==> config.mk <==
export PLATFORM = sky130hd
export DESIGN_NAME = alu_issue_stage_flat
export DESIGN_NICKNAME = d
export VERILOG_FILES = /design/src/rtl/alu_issue_if.sv /design/src/rtl/alu_issue_stage.sv /design/src/flat_wrapper.sv
export SDC_FILE = /design/constraint.sdc
export NUM_CORES = 1
export LEC_CHECK = 0
export CAP_MARGIN = 20
export CORE_AREA = 2 2 111 113
export CTS_BUF_LIST = sky130_fd_sc_hd__clkbuf_8
export CTS_CLUSTER_DIAMETER = 50
export DETAILED_ROUTE_END_ITERATION = 7
export DIE_AREA = 0 0 113 115
export GPL_TIMING_DRIVEN = 0
export PLACE_DENSITY = 0.92
export SETUP_SLACK_MARGIN = 0.05
export SYNTH_ARGS = -nofsm -noshare
export SYNTH_HDL_FRONTEND = slang
export SYNTH_SLANG_ARGS = --single-unit
==> constraint.sdc <==
create_clock -name clk -period 2 [get_ports clk]
set_input_delay 0.4 -clock clk [delete_from_list [all_inputs] [get_ports clk]]
set_output_delay 0.4 -clock clk [all_outputs]
set_load 0.03 [all_outputs]
==> src/rtl/alu_issue_if.sv <==
// Request/result handshake bundle between decode, the ALU issue stage and writeback.
// The stage uses the slave view; the producer/consumer side uses the master view.
interface alu_issue_if #(
    parameter int DATA_W = 32
) ();
    logic              in_valid;
    logic              in_ready;
    logic [2:0]        in_funct3;
    logic              in_funct7b5;
    logic              in_is_imm;
    logic [DATA_W-1:0] in_a;
    logic [DATA_W-1:0] in_b;
    logic              out_valid;
    logic              out_ready;
    logic [DATA_W-1:0] out_result;
    logic              out_z;
    logic              out_c;
    logic              out_n;

    modport slave (
        input  in_valid, in_funct3, in_funct7b5, in_is_imm, in_a, in_b, out_ready,
        output in_ready, out_valid, out_result, out_z, out_c, out_n
    );

    modport master (
        output in_valid, in_funct3, in_funct7b5, in_is_imm, in_a, in_b, out_ready,
        input  in_ready, out_valid, out_result, out_z, out_c, out_n
    );
endinterface

==> src/rtl/alu_issue_stage.sv <==
// Handshaked RV32I OP/OP-IMM issue stage: decodes funct3/funct7b5 into ALU selects,
// drives a combinational ALU from registers and returns its result on a valid/ready port.
module alu_issue_stage #(
    parameter int DATA_W  = 32,
    parameter int COUNT_W = 16
) (
    input  logic               clk,
    input  logic               rst_n,
    alu_issue_if.slave         bus,
    output logic [DATA_W-1:0]  srcA,
    output logic [DATA_W-1:0]  srcB,
    output logic               sel_a,
    output logic               sel_comp,
    output logic [1:0]         sel_s,
    output logic [1:0]         sel_l,
    output logic [1:0]         sel_exec_out,
    input  logic [DATA_W-1:0]  exec_out,
    input  logic               z,
    input  logic               c,
    input  logic               n,
    output logic [COUNT_W-1:0] op_count
);

    typedef enum logic [1:0] {
        IDLE = 2'b00,
        EXEC = 2'b01,
        DONE = 2'b10
    } state_t;

    state_t              state_q, state_d;
    logic [DATA_W-1:0]   src_a_q, src_a_d, src_b_q, src_b_d;
    logic                sel_a_q, sel_a_d, sel_comp_q, sel_comp_d;
    logic [1:0]          sel_s_q, sel_s_d, sel_l_q, sel_l_d, sel_exec_q, sel_exec_d;
    logic [DATA_W-1:0]   result_q, result_d;
    logic                z_q, z_d, c_q, c_d, n_q, n_d;
    logic [COUNT_W-1:0]  op_count_q, op_count_d;

    logic                in_ready_s;
    logic                accept_s;
    logic [DATA_W-1:0]   dec_b_s;
    logic                dec_sel_a_s, dec_sel_comp_s;
    logic [1:0]          dec_sel_s_s, dec_sel_l_s, dec_exec_s;

    assign in_ready_s = (state_q == IDLE) | ((state_q == DONE) & bus.out_ready);
    assign accept_s   = bus.in_valid & in_ready_s;

    // Decode funct3/funct7b5 into ALU selects; fields a given op does not use stay 0.
    always_comb begin
        dec_b_s        = bus.in_b;
        dec_sel_a_s    = 1'b0;
        dec_sel_comp_s = 1'b0;
        dec_sel_s_s    = 2'b00;
        dec_sel_l_s    = 2'b00;
        dec_exec_s     = 2'b00;
        case (bus.in_funct3)
            3'b000: dec_sel_a_s = bus.in_funct7b5 & ~bus.in_is_imm;
            3'b001: begin
                dec_b_s    = {{(DATA_W-5){1'b0}}, bus.in_b[4:0]};
                dec_exec_s = 2'b11;
            end
            3'b010: begin
                dec_sel_a_s    = 1'b1;
                dec_sel_comp_s = 1'b1;
                dec_exec_s     = 2'b01;
            end
            3'b011: begin
                dec_sel_a_s = 1'b1;
                dec_exec_s  = 2'b01;
            end
            3'b100: dec_exec_s = 2'b10;
            3'b101: begin
                // funct7b5 selects SRA for both SRA and SRAI.
                dec_b_s     = {{(DATA_W-5){1'b0}}, bus.in_b[4:0]};
                dec_sel_s_s = {1'b1, bus.in_funct7b5};
                dec_exec_s  = 2'b11;
            end
            3'b110: begin
                dec_sel_l_s = 2'b01;
                dec_exec_s  = 2'b10;
            end
            3'b111: begin
                dec_sel_l_s = 2'b10;
                dec_exec_s  = 2'b10;
            end
            default: dec_exec_s = 2'b00;
        endcase
    end

    // Next state, operand/select capture on acceptance, result capture in EXEC, handoff count.
    always_comb begin
        state_d    = state_q;
        result_d   = result_q;
        z_d        = z_q;
        c_d        = c_q;
        n_d        = n_q;
        op_count_d = op_count_q;
        case (state_q)
            IDLE: begin
                if (accept_s) begin
                    state_d = EXEC;
                end else begin
                    state_d = IDLE;
                end
            end
            EXEC: begin
                result_d = exec_out;
                z_d      = z;
                c_d      = c;
                n_d      = n;
                state_d  = DONE;
            end
            DONE: begin
                if (bus.out_ready) begin
                    op_count_d = op_count_q + COUNT_W'(1);
                    if (bus.in_valid) begin
                        state_d = EXEC;
                    end else begin
                        state_d = IDLE;
                    end
                end else begin
                    state_d = DONE;
                end
            end
            default: state_d = IDLE;
        endcase

        if (accept_s) begin
            src_a_d    = bus.in_a;
            src_b_d    = dec_b_s;
            sel_a_d    = dec_sel_a_s;
            sel_comp_d = dec_sel_comp_s;
            sel_s_d    = dec_sel_s_s;
            sel_l_d    = dec_sel_l_s;
            sel_exec_d = dec_exec_s;
        end else begin
            src_a_d    = src_a_q;
            src_b_d    = src_b_q;
            sel_a_d    = sel_a_q;
            sel_comp_d = sel_comp_q;
            sel_s_d    = sel_s_q;
            sel_l_d    = sel_l_q;
            sel_exec_d = sel_exec_q;
        end
    end

    // State and datapath registers; reset discards any in-flight result.
    always_ff @(posedge clk or negedge rst_n) begin
        if (!rst_n) begin
            state_q    <= IDLE;
            src_a_q    <= '0;
            src_b_q    <= '0;
            sel_a_q    <= 1'b0;
            sel_comp_q <= 1'b0;
            sel_s_q    <= 2'b00;
            sel_l_q    <= 2'b00;
            sel_exec_q <= 2'b00;
            result_q   <= '0;
            z_q        <= 1'b0;
            c_q        <= 1'b0;
            n_q        <= 1'b0;
            op_count_q <= '0;
        end else begin
            state_q    <= state_d;
            src_a_q    <= src_a_d;
            src_b_q    <= src_b_d;
            sel_a_q    <= sel_a_d;
            sel_comp_q <= sel_comp_d;
            sel_s_q    <= sel_s_d;
            sel_l_q    <= sel_l_d;
            sel_exec_q <= sel_exec_d;
            result_q   <= result_d;
            z_q        <= z_d;
            c_q        <= c_d;
            n_q        <= n_d;
            op_count_q <= op_count_d;
        end
    end

    assign bus.in_ready   = in_ready_s;
    assign bus.out_valid  = (state_q == DONE);
    assign bus.out_result = result_q;
    assign bus.out_z      = z_q;
    assign bus.out_c      = c_q;
    assign bus.out_n      = n_q;
    assign srcA           = src_a_q;
    assign srcB           = src_b_q;
    assign sel_a          = sel_a_q;
    assign sel_comp       = sel_comp_q;
    assign sel_s          = sel_s_q;
    assign sel_l          = sel_l_q;
    assign sel_exec_out   = sel_exec_q;
    assign op_count       = op_count_q;

endmodule

==> src/flat_wrapper.sv <==
// flat-port wrapper written by rule: the top's interface ports become plain ports
module alu_issue_stage_flat 
#(
    parameter int DATA_W  = 32,
    parameter int COUNT_W = 16
)
  (clk, rst_n, srcA, srcB, sel_a, sel_comp, sel_s, sel_l, sel_exec_out, exec_out, z, c, n, op_count, bus_in_valid, bus_in_funct3, bus_in_funct7b5, bus_in_is_imm, bus_in_a, bus_in_b, bus_out_ready, bus_in_ready, bus_out_valid, bus_out_result, bus_out_z, bus_out_c, bus_out_n);
  alu_issue_if #(.DATA_W(DATA_W)) bus_i ();
  input  logic clk;
  input  logic rst_n;
  output logic [DATA_W-1:0] srcA;
  output logic [DATA_W-1:0] srcB;
  output logic sel_a;
  output logic sel_comp;
  output logic [1:0] sel_s;
  output logic [1:0] sel_l;
  output logic [1:0] sel_exec_out;
  input  logic [DATA_W-1:0] exec_out;
  input  logic z;
  input  logic c;
  input  logic n;
  output logic [COUNT_W-1:0] op_count;
  input wire logic [$bits(bus_i.in_valid)-1:0] bus_in_valid;
  input wire logic [$bits(bus_i.in_funct3)-1:0] bus_in_funct3;
  input wire logic [$bits(bus_i.in_funct7b5)-1:0] bus_in_funct7b5;
  input wire logic [$bits(bus_i.in_is_imm)-1:0] bus_in_is_imm;
  input wire logic [$bits(bus_i.in_a)-1:0] bus_in_a;
  input wire logic [$bits(bus_i.in_b)-1:0] bus_in_b;
  input wire logic [$bits(bus_i.out_ready)-1:0] bus_out_ready;
  output wire logic [$bits(bus_i.in_ready)-1:0] bus_in_ready;
  output wire logic [$bits(bus_i.out_valid)-1:0] bus_out_valid;
  output wire logic [$bits(bus_i.out_result)-1:0] bus_out_result;
  output wire logic [$bits(bus_i.out_z)-1:0] bus_out_z;
  output wire logic [$bits(bus_i.out_c)-1:0] bus_out_c;
  output wire logic [$bits(bus_i.out_n)-1:0] bus_out_n;
  assign bus_i.in_valid = bus_in_valid;
  assign bus_i.in_funct3 = bus_in_funct3;
  assign bus_i.in_funct7b5 = bus_in_funct7b5;
  assign bus_i.in_is_imm = bus_in_is_imm;
  assign bus_i.in_a = bus_in_a;
  assign bus_i.in_b = bus_in_b;
  assign bus_i.out_ready = bus_out_ready;
  assign bus_in_ready = bus_i.in_ready;
  assign bus_out_valid = bus_i.out_valid;
  assign bus_out_result = bus_i.out_result;
  assign bus_out_z = bus_i.out_z;
  assign bus_out_c = bus_i.out_c;
  assign bus_out_n = bus_i.out_n;
  alu_issue_stage #(.DATA_W(DATA_W), .COUNT_W(COUNT_W)) u_core (.clk(clk), .rst_n(rst_n), .bus(bus_i), .srcA(srcA), .srcB(srcB), .sel_a(sel_a), .sel_comp(sel_comp), .sel_s(sel_s), .sel_l(sel_l), .sel_exec_out(sel_exec_out), .exec_out(exec_out), .z(z), .c(c), .n(n), .op_count(op_count));
endmodule
==> reports/qor.txt <==
FILL cells: 856
P per Cell Area: 1237 nW/um^2
Final Max Slew Viols: 0
Setup TNS: 0 ns
Core Area: 11810 sq um
critical path endpoint category: output port
std cell rows: 40
FMAX: 528.5 MHz
register area share after synthesis: 63.86%
Max-slew headroom: 61.53%
Worst EP arrival: 1.49 ns
largest family of logic cells by synthesized area: multiplexers
outcome: complete, but fails checks
vias per cell: 4.910
Fin. Hold Viols: 0
M2 GR Usage: 36.21%
Synth cell types: 31
synth warn: 0
Tot Pwr: 9665 uW
ys flop type: dfrtp_1
WP data required: 1.60 ns
XOR/XNOR Fraction of Synth Area: 2.682%
GRT Overall Usage: 20.20%
Area growth, synth to finish: 59.51%
GRT overflow: 0
mux cell area share after synthesis: 16.78%
Final Setup Violations: 0
clk_lat worst skew: 0.42 ns
number of diodes: 0
VDD IR max: 558.0 uV
most frequent cell after synthesis: dfrtp_1
initial drt markers: 162
MaxCap Viol Count: 0
clock buffer depth: 2
RSZ-0062 raised after global routing: no
share of cells above drive strength 1: 18.81%
Synth top area share: 63.86%
CP Class: reg -> out
Placed Cells incl. Taps: 752
Avg Inst Size Synth: 13.17 sq um
CTS tree: yes
GPL Wtd Cong: 0.7888
Layout Nets: 734
Worst Max-Slew Pin Slew: 0.5771 ns
leading area contributor after synthesis: dfrtp_1
most frequent cells after synthesis: dfrtp_1 (125), mux2_2 (69), inv_1 (33), o21ai_0 (33), nand3_1 (32)
Buf/Inv on CP: 1
Hold Slack: 0.4829 ns
global route hottest layer: met2
crit-path cells: clkdlybuf4s50_1
post-synthesis compound-gate area fraction: 3.755%
chip height: 115 um
met3 usage: 6.695%
fin cells: 785
grt met1 use: 21.46%
mapped cell area: 4898 sq um
worst min path class: reg -> reg
Num CTS Buffers: 17
Root Buffer: clkbuf_8
Synth Area in Adders: 0.2554%
Final min period: 1.892 ns
Buffers on Ports: 232
Post-CTS Setup Bufs: 0
Syn Inst Count: 372
Syn Nets: 481
H-tree levels: 4
failing checks: DRC
Synth Register Bits: 125
Starting Density: 41.47%
largest net degree at the start of global routing: 64
drt drc: 14
io pins: 233
vias in the first global route: 4241
CP max stage cell: clkdlybuf4s50_1
final core occ: 66.15%
Num Clock Sinks: 125
CP startpoint kind: flip-flop
asr flop ratio synth: 100.0%
Area contributors post-synth: dfrtp_1 (64%), mux2_2 (16%), o21ai_0 (3.4%), nand3_1 (3.3%), inv_1 (2.5%)
initial antenna violation count: 0
Pleak: 0.003440 uW
number of enable flip-flop cells after synthesis: 0
first-pass GRT wire length: 20510 um
Die X: 113 um
Simple-Gate Fraction of Synth Area: 8.097%
CP max stage delay: 0.68 ns
Routed Antenna Nets: 0
drt wl/cell: 16.36 um
Detail Placement HPWL: 9720 um
die footprint: 13000 sq um
Critical Path Fanout Max: 3
total wire length: 12840 um
DRT Pass-1 Iters: 8
kind of cell adding the most delay to the critical path: buffers and inverters
via count: 3854
period utilisation layout: 94.61%
Clock Skews: 0.007487 ns
Worst-path clk slew: 0.07 ns
==> area by class of cell <==
cell class	instances	area, sq um	area share (%)
clock inverter	10	72.57	0.9287
buffer	18	100.1	1.281
inverter	33	123.9	1.585
timing repair buffer	234	2354	30.12
sequential	125	3128	40.03
tap	147	183.9	2.354
clock buffer	22	302.8	3.875
multi-input combinational	196	1549	19.82
==> per-stage QoR <==
| stage | area [sq um] | setup WS, ns |
|---|---|---|
| 2_1_floorplan | 4898 | 0.4996 |
| 3_3_place_gp | 7405 | -4.053 |
| 3_5_place_dp | 7433 | -0.3188 |
| 4_1_cts | 7807 | 0.03809 |
| 5_1_grt | 7814 | 0.05169 |
| 6_report | 7814 | 0.1079 |
==> metal layers <==
layer  vias up  wire length [um]
met2       162              6652
met3        31              1102
met5         -                 0
li1       1764                 -
met4         0               375
met1      1897              4711
==> state kept, by name, indices dropped and copies added (netlist names) <==
name / count
u_core.sel_exec_out: 2
u_core.state_q: 2
u_core.sel_comp: 1
u_core.sel_s: 2
u_core.sel_l: 2
u_core.bus.out_c: 1
u_core.srcB: 32
u_core.srcA: 32
u_core.bus.out_z: 1
u_core.sel_a: 1
u_core.bus.out_n: 1
u_core.bus.out_result: 32
u_core.op_count: 16
==> worst paths after layout <==
path	start	to	slack [ns]	depth (start not counted)
max	u_core.op_count[10]$_DFFE_PN0P_	op_count[10]	0.11	1
min	u_core.op_count[15]$_DFFE_PN0P_	u_core.op_count[15]$_DFFE_PN0P_	0.48	1
max reg2reg	u_core.state_q[1]$_DFF_PN0_	u_core.sel_exec_out[0]$_DFFE_PN0P_	0.23	5
min reg2reg	u_core.op_count[15]$_DFFE_PN0P_	u_core.op_count[15]$_DFFE_PN0P_	0.48	1
max in group asynchronous	rst_n	u_core.srcA[3]$_DFFE_PN0P_	0.74	3
min in group asynchronous	rst_n	u_core.op_count[10]$_DFFE_PN0P_	0.54	2
==> kinds of logic after synthesis <==
family | Yosys count
AOI/OAI and AO/OA | 36
xor gates and xnor gates | 15
adders and majority gates | 1
buffers and inverters | 51
DFF | 125
muxes | 73
and+or+nand+nor | 71
==> timing repair <==
item                                    in CTS  in global routing
pin swaps                                    0                  0
endpoints found under the setup margin      13                  5
hold buffers                                 1                  0
gates resized for setup                     17                  7
endpoints found under the hold margin       62                  0
==> cells in the final DEF, fill, tap and decap left out, types with 2 or more instances in the layout <==
master,n
buf_4,6
mux2_2,69
clkinv_2,4
o21ai_0,33
dlygate4sd2_1,11
clkdlybuf4s50_1,214
nand2b_1,3
inv_1,37
mux2_1,4
buf_2,9
nand4_1,6
nand2_1,11
clkbuf_1,3
dfrtp_1,125
nor2_1,6
clkbuf_8,22
dlymetal6s2s_1,4
a31oi_1,2
nand3_1,32
xor2_1,2
xnor2_1,13
==> power breakdown <==
part | switching [uW] | internal [uW]
sequential | 396 | 3210
combinational | 2200 | 1830
clock | 912 | 1120
Power figures use the tool's default switching activity.
